==> src/rtl/fasater_sched_pkg.sv <==
// Shared encodings for the DPLL branch scheduler: datapath command opcodes
// and sequencer state values.
package fasater_sched_pkg;

    localparam logic [1:0] OP_ASSIGN    = 2'd0;
    localparam logic [1:0] OP_FLIP      = 2'd1;
    localparam logic [1:0] OP_BACKTRACK = 2'd2;

    localparam logic [2:0] ST_IDLE    = 3'd0;
    localparam logic [2:0] ST_ISSUE   = 3'd1;
    localparam logic [2:0] ST_WAIT    = 3'd2;
    localparam logic [2:0] ST_RESOLVE = 3'd3;
    localparam logic [2:0] ST_DONE    = 3'd4;

    typedef enum logic [2:0] {
        S_IDLE    = ST_IDLE,
        S_ISSUE   = ST_ISSUE,
        S_WAIT    = ST_WAIT,
        S_RESOLVE = ST_RESOLVE,
        S_DONE    = ST_DONE
    } sched_state_e;

endpackage

==> src/rtl/dpll_tried_stack.sv <==
// Per-level "tried" bits: remembers whether the current value of a decision
// level has already been flipped, so a second conflict means backtrack.
module dpll_tried_stack #(
    parameter int NUM_VARS = 8,
    parameter int VW       = $clog2(NUM_VARS)
) (
    input  logic          clk,
    input  logic          rst,
    input  logic          clear_all,
    input  logic          set_en,
    input  logic          clr_en,
    input  logic [VW-1:0] idx,
    output logic          tried_bit
);

    logic [NUM_VARS-1:0] tried_reg;
    logic [NUM_VARS-1:0] hit;

    generate
        for (genvar gi = 0; gi < NUM_VARS; gi++) begin : g_hit
            assign hit[gi] = (idx == VW'(gi));
        end
    endgenerate

    always_ff @(posedge clk or posedge rst) begin
        if (rst) begin
            tried_reg <= '0;
        end else if (clear_all) begin
            tried_reg <= '0;
        end else if (set_en) begin
            tried_reg <= tried_reg | hit;
        end else if (clr_en) begin
            tried_reg <= tried_reg & ~hit;
        end
    end

    assign tried_bit = |(tried_reg & hit);

endmodule

==> src/rtl/dpll_branch_scheduler.sv <==
// Chronological DPLL sequencer: issues ASSIGN/FLIP/BACKTRACK commands to the
// search datapath and tracks decision level, tried bits and backtrack count.
module dpll_branch_scheduler
    import fasater_sched_pkg::*;
#(
    parameter int NUM_VARS = 8,
    parameter int VW       = $clog2(NUM_VARS),
    parameter int CW       = 16
) (
    input  logic          clk,
    input  logic          rst,
    input  logic          start,
    input  logic          eval_valid,
    input  logic          eval_conflict,
    output logic          cmd_valid,
    input  logic          cmd_ready,
    output logic [1:0]    cmd_op,
    output logic [VW-1:0] cmd_var,
    output logic          cmd_val,
    output logic [VW-1:0] level,
    output logic          busy,
    output logic          done,
    output logic          sat,
    output logic [CW-1:0] bt_count
);

    localparam logic [VW-1:0] LAST_LEVEL = VW'(NUM_VARS - 1);
    localparam logic [CW-1:0] BT_MAX     = '1;

    sched_state_e  state_reg;
    logic [VW-1:0] level_reg;
    logic          cmd_valid_reg;
    logic [1:0]    cmd_op_reg;
    logic [VW-1:0] cmd_var_reg;
    logic          cmd_val_reg;
    logic          busy_reg;
    logic          done_reg;
    logic          sat_reg;
    logic [CW-1:0] bt_count_reg;

    logic          start_en;
    logic          resolve_en;
    logic [VW-1:0] tried_idx;
    logic          tried_bit;

    assign start_en = start && (state_reg == S_IDLE || state_reg == S_DONE);

    // A conflict is resolved either at the current level (WAIT) or at the
    // level just below a popped one (RESOLVE); both use the same rule.
    assign tried_idx  = (state_reg == S_RESOLVE) ? level_reg - VW'(1) : level_reg;
    assign resolve_en = (state_reg == S_WAIT && eval_valid && eval_conflict) ||
                        (state_reg == S_RESOLVE && level_reg != '0);

    dpll_tried_stack #(
        .NUM_VARS (NUM_VARS),
        .VW       (VW)
    ) u_tried (
        .clk       (clk),
        .rst       (rst),
        .clear_all (start_en),
        .set_en    (resolve_en && !tried_bit),
        .clr_en    (resolve_en && tried_bit),
        .idx       (tried_idx),
        .tried_bit (tried_bit)
    );

    always_ff @(posedge clk or posedge rst) begin
        if (rst) begin
            state_reg     <= S_IDLE;
            level_reg     <= '0;
            cmd_valid_reg <= 1'b0;
            cmd_op_reg    <= OP_ASSIGN;
            cmd_var_reg   <= '0;
            cmd_val_reg   <= 1'b0;
            busy_reg      <= 1'b0;
            done_reg      <= 1'b0;
            sat_reg       <= 1'b0;
            bt_count_reg  <= '0;
        end else begin
            case (state_reg)
                S_IDLE, S_DONE: begin
                    if (start) begin
                        level_reg     <= '0;
                        bt_count_reg  <= '0;
                        done_reg      <= 1'b0;
                        sat_reg       <= 1'b0;
                        busy_reg      <= 1'b1;
                        cmd_op_reg    <= OP_ASSIGN;
                        cmd_var_reg   <= '0;
                        cmd_val_reg   <= 1'b0;
                        cmd_valid_reg <= 1'b1;
                        state_reg     <= S_ISSUE;
                    end
                end
                S_ISSUE: begin
                    if (cmd_ready) begin
                        cmd_valid_reg <= 1'b0;
                        state_reg     <= (cmd_op_reg == OP_BACKTRACK) ? S_RESOLVE : S_WAIT;
                    end
                end
                S_WAIT: begin
                    if (eval_valid && !eval_conflict) begin
                        if (level_reg == LAST_LEVEL) begin
                            done_reg  <= 1'b1;
                            sat_reg   <= 1'b1;
                            busy_reg  <= 1'b0;
                            state_reg <= S_DONE;
                        end else begin
                            level_reg     <= level_reg + VW'(1);
                            cmd_op_reg    <= OP_ASSIGN;
                            cmd_var_reg   <= level_reg + VW'(1);
                            cmd_val_reg   <= 1'b0;
                            cmd_valid_reg <= 1'b1;
                            state_reg     <= S_ISSUE;
                        end
                    end
                end
                S_RESOLVE: begin
                    if (level_reg == '0) begin
                        done_reg  <= 1'b1;
                        sat_reg   <= 1'b0;
                        busy_reg  <= 1'b0;
                        state_reg <= S_DONE;
                    end else begin
                        level_reg <= level_reg - VW'(1);
                    end
                end
                default: state_reg <= S_IDLE;
            endcase

            if (resolve_en) begin
                cmd_var_reg   <= tried_idx;
                cmd_valid_reg <= 1'b1;
                state_reg     <= S_ISSUE;
                if (!tried_bit) begin
                    cmd_op_reg  <= OP_FLIP;
                    cmd_val_reg <= 1'b1;
                end else begin
                    cmd_op_reg  <= OP_BACKTRACK;
                    cmd_val_reg <= 1'b0;
                    if (bt_count_reg != BT_MAX) begin
                        bt_count_reg <= bt_count_reg + CW'(1);
                    end
                end
            end
        end
    end

    assign cmd_valid = cmd_valid_reg;
    assign cmd_op    = cmd_op_reg;
    assign cmd_var   = cmd_var_reg;
    assign cmd_val   = cmd_val_reg;
    assign level     = level_reg;
    assign busy      = busy_reg;
    assign done      = done_reg;
    assign sat       = sat_reg;
    assign bt_count  = bt_count_reg;

endmodule

==> config.mk <==
export PLATFORM = sky130hd
export DESIGN_NAME = dpll_branch_scheduler
export DESIGN_NICKNAME = d
export VERILOG_FILES = /design/src/rtl/fasater_sched_pkg.sv /design/src/rtl/dpll_tried_stack.sv /design/src/rtl/dpll_branch_scheduler.sv
export SDC_FILE = /design/constraint.sdc
export NUM_CORES = 1
export LEC_CHECK = 0
export ABC_AREA = 0
export CORE_MARGIN = 4
export CORE_UTILIZATION = 40
export DETAILED_ROUTE_END_ITERATION = 7
export SLEW_MARGIN = 20
export SYNTH_ARGS = -nofsm -noshare
export SYNTH_HDL_FRONTEND = slang
export SYNTH_SLANG_ARGS = --single-unit
export TNS_END_PERCENT = 10
==> constraint.sdc <==
create_clock -name clk -period 3.94 [get_ports clk]
set_input_delay 1.182 -clock clk [delete_from_list [all_inputs] [get_ports clk]]
set_output_delay 1.182 -clock clk [all_outputs]
set_load 0.1 [all_outputs]
==> run metrics, run 1 <==
outcome completed; Die Wd 85.7 um; Worst Tran Pin Value 0.985 ns; synth unique cells 50; fin util 49.5%; nets 320; Overflow after GRT 0; WL/cell 15.3 um; Max FO, Critical Path 12; maximum clock path buffer count 2; area share of the largest cell type after synthesis 40.4%; number of flops mapped to enable cells by yosys 0; Synth Net Count 282; Seq pwr share 27.2%; Post-DRT Antenna Nets 0; vias in the first global route 2063; max FFs per register 16; met3 Track Usage GR 3.46%; DRC 0; Slew Viols, Final 0; start point of the critical path state_reg[2]$_DFFE_PP0P_; most frequent cell after synthesis dfrtp_1; fraction of synthesized area in multiplexers 6.37%; placed insts 376; area leader, netlist dfrtp_1; Adder-Cell Fraction of Synth Area 3.11%; DRT iter0 DRCs 87; busiest grt layer met2; FF/Latch Area 976 um^2; total global-route track usage 17.0%; VDD IR max 0.000404 V; RSZ-0062 raised after global routing false; Required @ worst endpoint 4.11 ns; Area Overhead vs Synth 20.6%; Gate Count Post-Synth 270; multi-input logic area 1350 um^2; DR pass1 iterations 5; Sw Pwr 1.04 mW; clock share of power 16.6%; Arr. time, crit path 3.37 ns; initial antenna violation count 0; CP Launch Type flip-flop; WS Path Type reg2reg; post-synthesis compound-gate area fraction 17.1%; Reg clk slew, reported paths 0.09 ns; CTS tree built; CTS Buf Count 5; met1 usage 23.4%; setup_tns 0 ns; clk_lat worst skew 0.30 ns; hpwl dp 4260 um; Setup Viol. Count Final 0; first-pass GRT wire length 10100 um; HP Class reg2reg; Row Count 28; Ant. Diodes 0; Worst slew margin 34.1%; internal cell power 1.00 mW; post-CTS setup buffer count 0; PD cells 701 nW/um^2; main combinational cell family by area after synthesis simple AND/OR/NAND/NOR gates; Yosys reg bits 39; Syn Std Cell Area 2420 um^2; crit path capture type flip-flop; hold_buf cts 0; buffers added on ports 34; pin count of the biggest net entering global routing 40; simple-gate share of the synthesized area 26.1%; clk sinks 39; Gate power share 56.3%; synthesized area per cell 8.95 um^2; Worst Skew 0.00991 ns; drt via density 5.57; period utilization 81.1%; asr flop ratio synth 100%; Max-Cap Viols 0; fill cell count 604; commonest cells in the netlist dfrtp_1, nor2_1, nand2_1; yosys warns 0; die area 7350 um^2; met2 Usage GRT 27.8%; Starting Density 41.1%; worst hold start busy$_DFFE_PP0P_; Tmin final 3.20 ns; Post-Layout Cell Count 384; Final GP Congestion 0.828; Die Height 85.7 um; Reg-to-Reg Start state_reg[2]$_DFFE_PP0P_; IO Pins 35; core area 5890 um^2; Switching Fraction 50.9%; post-CTS sizing 0; Root Driver clkbuf_8; total wire length 5870 um; Post-Synth XOR/XNOR Area 3.21%; FMAX 313 MHz; final hold vios 0; top cells by area, synth dfrtp_1, nor2_1, mux2i_1, nand2_1, ha_1; main flop type after synthesis dfrtp_1; H-tree depth 2; Seq/Total Area, Yosys 40.4%; vias 2138; Pleak 1.28 nW; layout cells sized above 1 14.9%
## final timing paths
path,end,slack (ns),depth (start not counted)
min reg2reg,busy$_DFFE_PP0P_,0.49,2
max in group asynchronous,bt_count[10]$_DFF_PP0_,2.29,3
max reg2reg,bt_count[3]$_DFF_PP0_,0.74,10
max,bt_count[3]$_DFF_PP0_,0.74,10
min,busy$_DFFE_PP0P_,0.49,2
min in group asynchronous,u_tried.tried_reg[7]$_DFFE_PP0P_,1.31,3
## layer usage
metal / part of all wire [%] / up-vias
met5: 0 / -
met4: 0.82 / 0
met3: 3.2 / 5
met2: 48 / 33
met1: 48 / 1037
li1: - / 1063
## cells by family (layout without fill, tap and decap cells)
kind of cell,after synthesis,count (layout)
fa+ha+maj,6,6
mux,15,15
compound gates,59,59
buf+inv,21,60
flops,39,39
simple gates,122,122
xor+xnor,8,8
## per-stage QoR
stage	power [mW]	setup WS [ns]	cell area [um^2]	hold WS [ns]
finish	2.04	0.744	2910	0.491
CTS	2.06	0.758	2910	0.500
detailed placement	1.72	0.559	2800	0.474
floorplan	1.44	0.698	2420	0.485
global placement	1.71	0.575	2800	0.464
global route	2.19	0.493	2910	0.543
## critical path: stages, from the launching register on
cell	delay [ns]
dfrtp_1	0.46
nand3b_1	0.35
inv_1	0.12
ha_1	0.34
or3b_2	0.48
a21oi_1	0.16
nor4_1	0.07
o21ai_1	0.17
and3_1	0.39
a21oi_4	0.16
a221o_1	0.38
## placed cells by master (no fill, tap or decap), types with 4 or more instances in the layout
cell type        netlist  final
o211ai_1               4      4
o21ai_0               12     12
xnor2_1                5      5
nor3_1                12     12
a21oi_1                7      7
clkdlybuf4s50_1        0     13
and3_1                 6      6
nand3_1               11     11
buf_4                  2     28
a221o_1                7      7
dfrtp_1               39     39
a31oi_1                8      8
nand2b_1               5      5
nand2_1               24     24
inv_1                 11     11
nor2_1                34     34
and2_1                 4      4
ha_1                   6      6
clkbuf_8               0      5
mux2i_1               12     12
## power groups by stage
| stage | sequential [mW] | combinational, mW | clock [mW] |
|---|---|---|---|
| 4_1_cts | 0.557 | 1.16 | 0.349 |
| 6_report | 0.555 | 1.15 | 0.338 |
| 2_1_floorplan | 0.885 | 0.557 | 0 |
| 5_1_grt | 0.573 | 1.25 | 0.368 |
| 3_3_place_gp | 0.563 | 1.15 | 0 |
| 3_5_place_dp | 0.565 | 1.16 | 0 |
## cell type report
type	instances	share of cell area, %
multi-input combinational	210	46.3
sequential	39	33.5
timing repair buffer	41	11.7
tap	75	3.22
clock buffer	5	2.36
clock inverter	3	1.50
inverter	11	1.42
Note: power is estimated with default switching activity, not from simulation.
==> run 2, diff against run 1 <==
clock period = 3 ns   (was 3.94 ns; I/O delays follow)
==> run metrics, run 2 (synthesis gave the netlist of run 1 again) <==
outcome completed; Post-DRT Antenna Nets 0; Die Wd 85.7 um; fin util 50.3%; H-tree depth 2; hold_buf cts 0; post-CTS sizing 0; pin count of the biggest net entering global routing 40; vias in the first global route 2103; start point of the critical path level[0]$_DFFE_PP0P_; Placed Instance Area 2850 um^2; Required @ worst endpoint 3.18 ns; Reg-to-Reg Start level[0]$_DFFE_PP0P_; setup ws final 0.311 ns; Die Height 85.7 um; Worst Skew 0.0111 ns; Tmin final 2.69 ns; CP Launch Type flip-flop; Starting Density 41.1%; Row Count 28; clk_lat worst skew 0.30 ns; R2R Path End bt_count[2]$_DFF_PP0_; Slew Viols, Final 0; crit path capture type flip-flop; post-CTS setup buffer count 0; WL/cell 15.5 um; Worst slew margin 64.8%; final hold vios 0; period utilization 89.6%; Hold WS 0.493 ns; commonest non-fill, non-tap cell in the layout buf_4; Reg2Reg Setup Slack 0.31 ns; RSZ-0062 raised after global routing false; clk sinks 39; Worst Tran Pin Value 0.528 ns; Area Overhead vs Synth 22.6%; final instance area 2960 um^2; Max FO, Critical Path 9; PD cells 928 nW/um^2; setup_tns 0 ns; Pleak 1.34 nW; layout cells sized above 1 20.1%; hold depth 2; DRC 0; Setup Viol. Count Final 0; total wire length 6080 um; most frequent cells in the layout buf_4, dfrtp_1, nor2_1; drt via density 5.60; CTS tree built; first-pass GRT wire length 10300 um; Arr. time, crit path 2.86 ns; buffers added on ports 34; CTS Buf Count 5; FMAX 372 MHz; Ant. Diodes 0; Max-Cap Viols 0; Final GP Congestion 0.762; Hold EP busy$_DFFE_PP0P_; vias 2199; die area 7350 um^2; HP Class reg2reg; hpwl dp 4400 um; VDD IR max 0.000638 V; Overflow after GRT 0; IO Pins 35; total global-route track usage 17.5%; maximum clock path buffer count 2; FF-to-FF path depth 9; initial antenna violation count 0; pre-CTS setup slack 0.0539 ns; max FFs per register 16; DR pass1 iterations 4; nets 329; Reg clk slew, reported paths 0.09 ns; worst hold start busy$_DFFE_PP0P_; Root Driver clkbuf_8; DRT iter0 DRCs 113; core area 5890 um^2; WS Path Type reg2reg
## run 2: report_power, final
part           internal [mW]  leakage [nW]  switching [mW]
Sequential             0.638         0.524          0.0834
Clock                  0.248        0.0581           0.203
Combinational          0.474         0.756            1.10
Total                   1.36          1.34            1.39
## run 2: how the worst max path moves through the flow
stage / cells past startpoint / endpoint
floorplan: 10 / bt_count[3]$_DFF_PP0_
global placement: 8 / bt_count[6]$_DFF_PP0_
detailed placement: 8 / bt_count[6]$_DFF_PP0_
CTS: 9 / bt_count[2]$_DFF_PP0_
global route: 10 / bt_count[13]$_DFF_PP0_
finish: 9 / bt_count[2]$_DFF_PP0_
## run 2: layout make-up
class	instances	area, um^2
inverter	11	41.3
timing repair buffer	50	388
tap	75	93.8
sequential	39	977
multi-input combinational	210	1350
fill	584	2920
clock buffer	5	68.8
clock inverter	3	43.8
## run 2: critical path, cell delays in order, from the launching register on
cell     delay [ns]
dfrtp_2        0.47
inv_1          0.12
ha_1           0.38
mux2_2         0.31
nor4_1         0.33
o21ai_1        0.18
nand3_2        0.21
nor2_1         0.09
buf_4          0.16
a221o_1        0.31
## run 2: stage by stage
| step | total power [mW] | instances |
|---|---|---|
| finish | 2.75 | 393 |
| global route | 2.94 | 393 |
| CTS | 2.77 | 393 |
| detailed placement | 2.32 | 385 |
| global placement | 2.31 | 385 |
| floorplan | 1.89 | 270 |
## run 2: per-layer routing
layer,share of wire (%),track usage [%],vias up
li1,-,-,1079
met1,49,25.1,1067
met2,45,27.3,49
met3,4.6,3.36,4
met4,0.94,4.32,0
met5,0,0,-
==> run 3, diff against run 2 <==
CAP_MARGIN = 25   (was unset)
==> results of run 3 <==
Final layout, timing and power as in run 2 (identical DEF).
